[config.mk]
export PLATFORM = sky130hd
export DESIGN_NAME = fwd_hazard_ctrl_flat
export DESIGN_NICKNAME = d
export VERILOG_FILES = /design/src/rtl/fwd_hazard_ctrl_pkg.sv /design/src/rtl/fwd_hazard_ctrl_if.sv /design/src/rtl/fwd_hazard_ctrl_src_cmp.sv /design/src/rtl/fwd_hazard_ctrl.sv /design/src/flat_wrapper.sv
export SDC_FILE = /design/constraint.sdc
export NUM_CORES = 1
export LEC_CHECK = 0
export ABC_AREA = 1
export CAP_MARGIN = 25
export CORE_ASPECT_RATIO = 0.75
export CORE_MARGIN = 2
export CORE_UTILIZATION = 53
export DETAILED_ROUTE_END_ITERATION = 16
export PLACE_DENSITY = 0.87
export SLEW_MARGIN = 20
export SYNTH_ARGS = -nofsm -noshare
export SYNTH_HDL_FRONTEND = slang
export SYNTH_HIERARCHICAL = 1
export SYNTH_SLANG_ARGS = --single-unit
[constraint.sdc]
create_clock -name clk -period 4.1 [get_ports clk]
set_input_delay 0.82 -clock clk [delete_from_list [all_inputs] [get_ports clk]]
set_output_delay 0.82 -clock clk [all_outputs]
set_load 0.1 [all_outputs]
[src/rtl/fwd_hazard_ctrl_pkg.sv]
// pe_pkg: shared forwarding types, shadow-entry layout and producer-match helper
package pe_pkg;
    localparam int REG_AW = 5;
    typedef enum logic [1:0] {
        FWD_RF    = 2'b00,
        FWD_EXMEM = 2'b01,
        FWD_MEMWB = 2'b10
    } fwd_sel_t;
    typedef struct packed {
        logic              valid;
        logic [REG_AW-1:0] rd;
        logic              reg_write;
        logic              is_load;
    } shadow_t;
    // A stage produces r only if it is live, writes, targets r, and r is not x0
    function automatic logic writes(input shadow_t s, input logic [REG_AW-1:0] r);
        return s.valid & s.reg_write & (s.rd == r) & (|r);
    endfunction
endpackage

[src/rtl/fwd_hazard_ctrl_if.sv]
// fwd_hazard_ctrl_if: ID-stage request fields and EX-stage forwarding controls
interface fwd_hazard_ctrl_if #(parameter int REG_AW = pe_pkg::REG_AW);
    logic              id_valid;
    logic [REG_AW-1:0] id_rs1;
    logic [REG_AW-1:0] id_rs2;
    logic              id_use_rs1;
    logic              id_use_rs2;
    logic [REG_AW-1:0] id_rd;
    logic              id_reg_write;
    logic              id_is_load;
    logic              flush;
    logic              stall;
    pe_pkg::fwd_sel_t  fwd_sel_a;
    pe_pkg::fwd_sel_t  fwd_sel_b;
    logic              ex_valid;
    modport master (
        output id_valid, id_rs1, id_rs2, id_use_rs1, id_use_rs2, id_rd, id_reg_write, id_is_load, flush,
        input  stall, fwd_sel_a, fwd_sel_b, ex_valid
    );
    modport slave (
        input  id_valid, id_rs1, id_rs2, id_use_rs1, id_use_rs2, id_rd, id_reg_write, id_is_load, flush,
        output stall, fwd_sel_a, fwd_sel_b, ex_valid
    );
endinterface

[src/rtl/fwd_hazard_ctrl_src_cmp.sv]
// fwd_src_cmp: per-source producer match against EX and MEM shadow entries
module fwd_src_cmp
    import pe_pkg::*;
(
    input  logic [REG_AW-1:0] rs,
    input  logic              use_rs,
    input  shadow_t           ex,
    input  shadow_t           mem,
    output fwd_sel_t          sel,
    output logic              load_hit
);
    logic ex_hit;
    logic mem_hit;
    assign ex_hit   = use_rs & writes(ex, rs);
    assign mem_hit  = use_rs & writes(mem, rs);
    assign sel      = ex_hit ? FWD_EXMEM : mem_hit ? FWD_MEMWB : FWD_RF;
    assign load_hit = ex_hit & ex.is_load;
endmodule

[src/rtl/fwd_hazard_ctrl.sv]
// fwd_hazard_ctrl: EX operand forwarding selects and load-use/RAW stall control
module fwd_hazard_ctrl
    import pe_pkg::*;
#(
    parameter int REG_AW = pe_pkg::REG_AW,
    parameter int FWD_EN = 1
) (
    input logic               clk,
    input logic               rst,
    fwd_hazard_ctrl_if.slave  bus
);
    shadow_t  ex_s;
    shadow_t  mem_s;
    fwd_sel_t sel_a;
    fwd_sel_t sel_b;
    logic     lh_a;
    logic     lh_b;
    logic     raw;
    fwd_src_cmp u_cmp_a (
        .rs(bus.id_rs1), .use_rs(bus.id_valid & bus.id_use_rs1),
        .ex(ex_s), .mem(mem_s), .sel(sel_a), .load_hit(lh_a)
    );
    fwd_src_cmp u_cmp_b (
        .rs(bus.id_rs2), .use_rs(bus.id_valid & bus.id_use_rs2),
        .ex(ex_s), .mem(mem_s), .sel(sel_b), .load_hit(lh_b)
    );
    assign raw       = (sel_a != FWD_RF) | (sel_b != FWD_RF);
    assign bus.stall = ~rst & ~bus.flush & (lh_a | lh_b | ((FWD_EN == 0) & raw));
    assign bus.ex_valid = ex_s.valid;
    // Advance shadow pipe; a stall injects a bubble into EX and clears the selects
    always_ff @(posedge clk) begin
        if (rst) begin
            ex_s          <= '0;
            mem_s         <= '0;
            bus.fwd_sel_a <= FWD_RF;
            bus.fwd_sel_b <= FWD_RF;
        end else begin
            mem_s         <= ex_s;
            ex_s          <= bus.stall ? '0 : shadow_t'{bus.id_valid & ~bus.flush, bus.id_rd, bus.id_reg_write, bus.id_is_load};
            bus.fwd_sel_a <= (FWD_EN != 0 && !bus.stall && !bus.flush) ? sel_a : FWD_RF;
            bus.fwd_sel_b <= (FWD_EN != 0 && !bus.stall && !bus.flush) ? sel_b : FWD_RF;
        end
    end
endmodule

[src/flat_wrapper.sv]
// flat-port wrapper written by rule: the top's interface ports become plain ports
module fwd_hazard_ctrl_flat import pe_pkg::*;
#(
    parameter int REG_AW = pe_pkg::REG_AW,
    parameter int FWD_EN = 1
)
  (clk, rst, bus_id_valid, bus_id_rs1, bus_id_rs2, bus_id_use_rs1, bus_id_use_rs2, bus_id_rd, bus_id_reg_write, bus_id_is_load, bus_flush, bus_stall, bus_fwd_sel_a, bus_fwd_sel_b, bus_ex_valid);
  fwd_hazard_ctrl_if #(.REG_AW(REG_AW)) bus_i ();
  input logic clk;
  input logic rst;
  input wire logic [$bits(bus_i.id_valid)-1:0] bus_id_valid;
  input wire logic [$bits(bus_i.id_rs1)-1:0] bus_id_rs1;
  input wire logic [$bits(bus_i.id_rs2)-1:0] bus_id_rs2;
  input wire logic [$bits(bus_i.id_use_rs1)-1:0] bus_id_use_rs1;
  input wire logic [$bits(bus_i.id_use_rs2)-1:0] bus_id_use_rs2;
  input wire logic [$bits(bus_i.id_rd)-1:0] bus_id_rd;
  input wire logic [$bits(bus_i.id_reg_write)-1:0] bus_id_reg_write;
  input wire logic [$bits(bus_i.id_is_load)-1:0] bus_id_is_load;
  input wire logic [$bits(bus_i.flush)-1:0] bus_flush;
  output wire logic [$bits(bus_i.stall)-1:0] bus_stall;
  output wire logic [$bits(bus_i.fwd_sel_a)-1:0] bus_fwd_sel_a;
  output wire logic [$bits(bus_i.fwd_sel_b)-1:0] bus_fwd_sel_b;
  output wire logic [$bits(bus_i.ex_valid)-1:0] bus_ex_valid;
  assign bus_i.id_valid = bus_id_valid;
  assign bus_i.id_rs1 = bus_id_rs1;
  assign bus_i.id_rs2 = bus_id_rs2;
  assign bus_i.id_use_rs1 = bus_id_use_rs1;
  assign bus_i.id_use_rs2 = bus_id_use_rs2;
  assign bus_i.id_rd = bus_id_rd;
  assign bus_i.id_reg_write = bus_id_reg_write;
  assign bus_i.id_is_load = bus_id_is_load;
  assign bus_i.flush = bus_flush;
  assign bus_stall = bus_i.stall;
  assign bus_fwd_sel_a = bus_i.fwd_sel_a;
  assign bus_fwd_sel_b = bus_i.fwd_sel_b;
  assign bus_ex_valid = bus_i.ex_valid;
  fwd_hazard_ctrl #(.REG_AW(REG_AW), .FWD_EN(FWD_EN)) u_core (.clk(clk), .rst(rst), .bus(bus_i));
endmodule
==> results of run 1 <==
worst paths after layout:
| path | to | cells past startpoint | slack [ps] | start |
|---|---|---|---|---|
| min | u_core/mem_s[1] | 2 | 450 | u_core/ex_s[1] |
| max | bus_stall | 14 | 810 | bus_id_valid |
| max reg2reg | u_core/ex_s[0] | 13 | 2660 | u_core/ex_s[2] |
| min reg2reg | u_core/mem_s[1] | 2 | 450 | u_core/ex_s[1] |
flip-flops by register name, indices dropped and copies added (netlist names):
| register | flops |
|---|---|
| u_core/bus.fwd_sel_b | 2 |
| u_core/bus.ex_valid | 1 |
| u_core/mem_s | 7 |
| u_core/bus.fwd_sel_a | 2 |
| u_core/ex_s | 7 |
area by class of cell:
cell class,count,share of cell area (%)
well taps,24,1.969
inverters,57,14.03
multi-input cells,124,38.23
clock buffers,3,1.477
flip-flops and latches,19,24.94
clock inverters,1,0.3281
repair buffers,28,19.03
cells in the final DEF (no fill, tap or decap), drive strengths merged:
cell type       n
nand2          59
dfxtp          19
a21oi           2
inv            57
nand4           2
nor2           44
clkinv          1
clkdlybuf4s50  27
clkbuf          3
nand3           9
buf             1
xnor2           8
critical path, delay by kind of cell:
family                 cells  cell delay, ps
AND/OR/NAND/NOR            8             650
buffers and inverters      6            1000
power by group:
| group | switching (mW) | total, mW | internal, mW |
|---|---|---|---|
| Clock | 0.0540 | 0.0903 | 0.0363 |
| Combinational | 0.0406 | 0.0789 | 0.0383 |
| Sequential | 0.00707 | 0.198 | 0.191 |
| Total | 0.102 | 0.368 | 0.266 |
stage by stage:
step	hold WS, ps	setup slack (ps)	instance area, um^2	util, %	cells
finish	448.1	810.0	1525	73.79	256
global route	478.7	668.1	1525	73.79	256
CTS	447.2	824.0	1525	73.79	256
detailed placement	432.4	831.7	1498	72.46	252
global placement	431.0	828.5	1498	72.46	252
floorplan	416.7	951.2	1204	-	203
metal layers:
layer	share of wire [%]	GRT usage [%]	routed length (um)	vias up
li1	-	-	-	626
met1	48	27.32	1073	461
met2	44	31.11	982	36
met3	7.9	6.590	177	2
met4	0.58	4.091	13	0
met5	0	0	0	-
==> out/results.txt, run 1 <==
hold buffer count at cts - 0
Worst path slowest cell - clkdlybuf4s50_1
chip height - 45.27 um
std cell rows - 14
Power Total - 367.5 uW
Max Slew Vio Count - 0
Rel. slew slack - 35.35%
Filler cells - 182
wire per inst - 8.773 um
P&R area growth vs syn - 26.71%
Clk pin slew, worst setup/hold paths - 100 ps
Clock Sinks - 19
H-tree depth - 1
critical path arrival - 2470 ps
drt pass-1 iters - 4
fmax - 0.3039 GHz
Post-CTS Setup Repair Bufs - 0
vias in the first global route - 976
Multi-input gate area - 583.1 um^2
Nets - 256
CP startpoint kind - input port
total CTS buffers - 3
via/cell ratio - 4.395
CP Max Fanout - 3
Leakage Power - 0.7781 nW
worst setup path class - in2out
Final Hold Viols - 0
Post-DRT Antenna Nets - 0
Initial Util - 58.23%
CTS root buffer - clkbuf_4
clk_skew - 1.058 ps
largest net degree at the start of global routing - 12
outcome - completed
Post-Syn Instances - 203
Ys Warns - 6
layout cells sized above 1 - 7.328%
Sequential cell area - 380.4 um^2
crit end category - output port
RSZ-0062 raised after global routing - no
clk_lat worst skew - 290 ps
maximum vdd drop - 0.1453 mV
Starting DRT DRC Count - 50
Critical Path RT - 3280 ps
Die Wd - 59.03 um
total number of vias - 1,125
Most Frequent Cell on Critical Path - inv_1
final WL - 2246 um
Post-CTS Resized - 0
Synthesized Nets - 226
Worst-Margin Slew - 966.7 ps
core area - 0.002067 mm^2
global-route wire length before repair - 3981 um
Antenna Cells - 0
final HPWL from detailed placement - 1883 um
GPL Wtd Cong - 0.8541
CTS tree - built
slowest cell delay on critical path - 500 ps
synthesized cell area - 0.001204 mm^2
CTS Buffer Depth - 2
pwr/cell area - 241.0 mW/mm^2
initial antenna violation count - 0
Post-route DRC - 0
worst path cell trace - clkdlybuf4s50_1 > nand2_1 > inv_1 > nand3_1 > inv_1 > nand3_1 > nor2_1 > nand2_1 > nor2_1 > inv_1 > nand2_1 > nand2_4 > inv_1 > buf_12
fin crit share - 80.24%
final setup vio count - 0
Setup TNS - 0 ps
syn_area_per_cell - 5.929 um^2
Hold WC Path Type - reg2reg
fin crit period - 3290 ps
total gr overflow - 0
PortBufs - 28
I/O pins - 29
Total GRT Usage - 20.01%
Die Area - 0.002672 mm^2
MaxCap Viol Count - 0
Power figures use the tool's default switching activity.
==> run 2, diff against run 1 <==
Settings changed: CORE_UTILIZATION 53 to 49, PLACE_DENSITY 0.87 to 0.82.
Clock period 4.1 ns to 3.3 ns, I/O delays scaled along.
==> run 2 against run 1 <==
Against the previous run: via count down 1.4%; register-to-register slack worse by 790 ps; count of clock-buffer cells in the layout up 1; core utilization down 7.8 points; die area up 7.5%; final area about the same; hold slack about the same; first-iteration DRC count down 14%; critical path type unchanged; largest cell class unchanged.
==> out/results.txt, run 2 (synthesis results as in run 1) <==
CP startpoint kind - input port
worst setup path class - in2out
final WL - 2240 um (-0.27%)
outcome - completed
wire per inst - 8.421 um (-4.0%)
GPL Wtd Cong - 0.8866 (+3.8%)
Post-DRT Antenna Nets - 0 (unchanged)
Initial Util - 52.14% (-6.1 points)
hold buffer count at cts - 0 (unchanged)
CP top delay family - buffers and inverters
CTS tree - built
std cell rows - 15 (+1)
fmax - 0.3367 GHz
Hold WC Path Type - reg2reg
maximum vdd drop - 0.2045 mV (+41%)
core area - 0.002308 mm^2 (+12%)
Final Hold Viols - 0 (unchanged)
I/O pins - 29 (unchanged)
Nets - 256 (unchanged)
final setup vio count - 0 (unchanged)
Worst path slowest cell - clkdlybuf4s50_1
total CTS buffers - 3 (unchanged)
most frequent cells in the layout - 55 x nand2_1, 55 x inv_1, 39 x nor2_1, 22 x clkdlybuf4s50_1, 19 x dfxtp_1
initial antenna violation count - 0 (unchanged)
layout cells sized above 1 - 9.052% (+1.7 points)
via/cell ratio - 4.169 (-5.1%)
worst path cell trace - clkdlybuf4s50_1 > nand2_1 > inv_1 > nand3_1 > inv_1 > nand3_1 > nor2_1 > nand2_1 > nor2_1 > inv_1 > nand2_1 > nand2_4 > inv_1 > buf_12
Die Area - 0.002873 mm^2 (+7.5%)
global-route wire length before repair - 3788 um (-4.8%)
Post-CTS Setup Repair Bufs - 0 (unchanged)
CP Buf/Inv Count - 6 (unchanged)
fin crit share - 90.00%
setup slack, reg-to-reg - 1870 ps (-790 ps)
total number of vias - 1,109 (-1.4%)
top flop regs - u_core/ex_s: 7 flops, u_core/mem_s: 7 flops
final HPWL from detailed placement - 1894 um (+0.59%)
pwr/cell area - 298.9 mW/mm^2 (+24%)
Most Frequent Cell on Critical Path - inv_1
PortBufs - 28 (unchanged)
Total GRT Usage - 18.35% (-1.7 points)
Clock Sinks - 19 (unchanged)
MaxCap Viol Count - 0 (unchanged)
Worst-Margin Slew - 498.2 ps (-468.5 ps)
RSZ-0062 raised after global routing - no
clk_lat worst skew - 290 ps (about the same)
crit end category - output port
slowest cell delay on critical path - 490 ps (about the same)
Antenna Cells - 0 (unchanged)
critical path arrival - 2310 ps (-160 ps)
Starting DRT DRC Count - 43 (-14%)
post-route setup slack - 330.1 ps (-479.9 ps)
fin crit period - 2970 ps
P&R area growth vs syn - 26.61% (about the same)
total gr overflow - 0 (unchanged)
largest net degree at the start of global routing - 11 (-1)
Critical Path RT - 2640 ps (-640 ps)
drt pass-1 iters - 4 (unchanged)
Die Wd - 61.23 um (+3.7%)
CP Max Fanout - 3 (unchanged)
Leakage Power - 0.7854 nW (+0.94%)
CTS Buffer Depth - 2 (unchanged)
CTS root buffer - clkbuf_4
dpl ws - 336.0 ps (-495.6 ps)
Rel. slew slack - 66.69% (+31 points)
Max Slew Vio Count - 0 (unchanged)
Post-CTS Resized - 0 (unchanged)
Util after Layout - 66.02% (-7.8 points)
clk_skew - 5.990 ps (+4.931 ps)
chip height - 46.92 um (+3.6%)
vias in the first global route - 904 (-7.4%)
Setup TNS - 0 ps (unchanged)
Clk pin slew, worst setup/hold paths - 90 ps (about the same)
WHS - 447.8 ps (-0.2900 ps)
Post-route DRC - 0 (unchanged)
H-tree depth - 1 (unchanged)
run 2: final cells by class:
type,count,area (um^2)
inverters,57,214.0
repair buffers,28,277.8
multi-input cells,124,583.1
fillers,211,784.5
well taps,34,42.54
flip-flops and latches,19,380.4
clock buffers,4,26.28
run 2: tightest hold or removal path, delay by kind of cell, from the launching register on:
kind,cells,cell delay (ps)
flip-flops,1,340
AND/OR/NAND/NOR,1,30
buffers and inverters,1,50
run 2: worst paths after layout:
| kind | startpoint | endpoint | depth (start not counted) |
|---|---|---|---|
| min reg2reg | u_core/ex_s[1] | u_core/mem_s[1] | 2 |
| max | bus_id_valid | bus_stall | 14 |
| min | u_core/ex_s[1] | u_core/mem_s[1] | 2 |
| max reg2reg | u_core/ex_s[2] | u_core/ex_s[5] | 13 |
run 2: where the power goes:
group | internal [mW] | switching (mW)
registers | 0.238 | 0.00863
clock network | 0.0470 | 0.0656
logic | 0.0474 | 0.0493
total | 0.332 | 0.124
run 2: through the flow:
step                      cell area (um^2)  instances  power (mW)
after global placement                1498        262      0.3473
after CTS                             1524        266      0.4615
after floorplan                       1204        203      0.3071
final                                 1524        266      0.4555
after detailed placement              1498        262      0.3485
after global routing                  1524        266      0.4849
run 2: routing by layer:
metal	up-vias	global-route usage [%]	wire length, um
met4	0	3.913	18
met3	2	6.061	192
met5	-	0	0
met1	438	24.92	1058
li1	629	-	-
met2	40	28.72	971
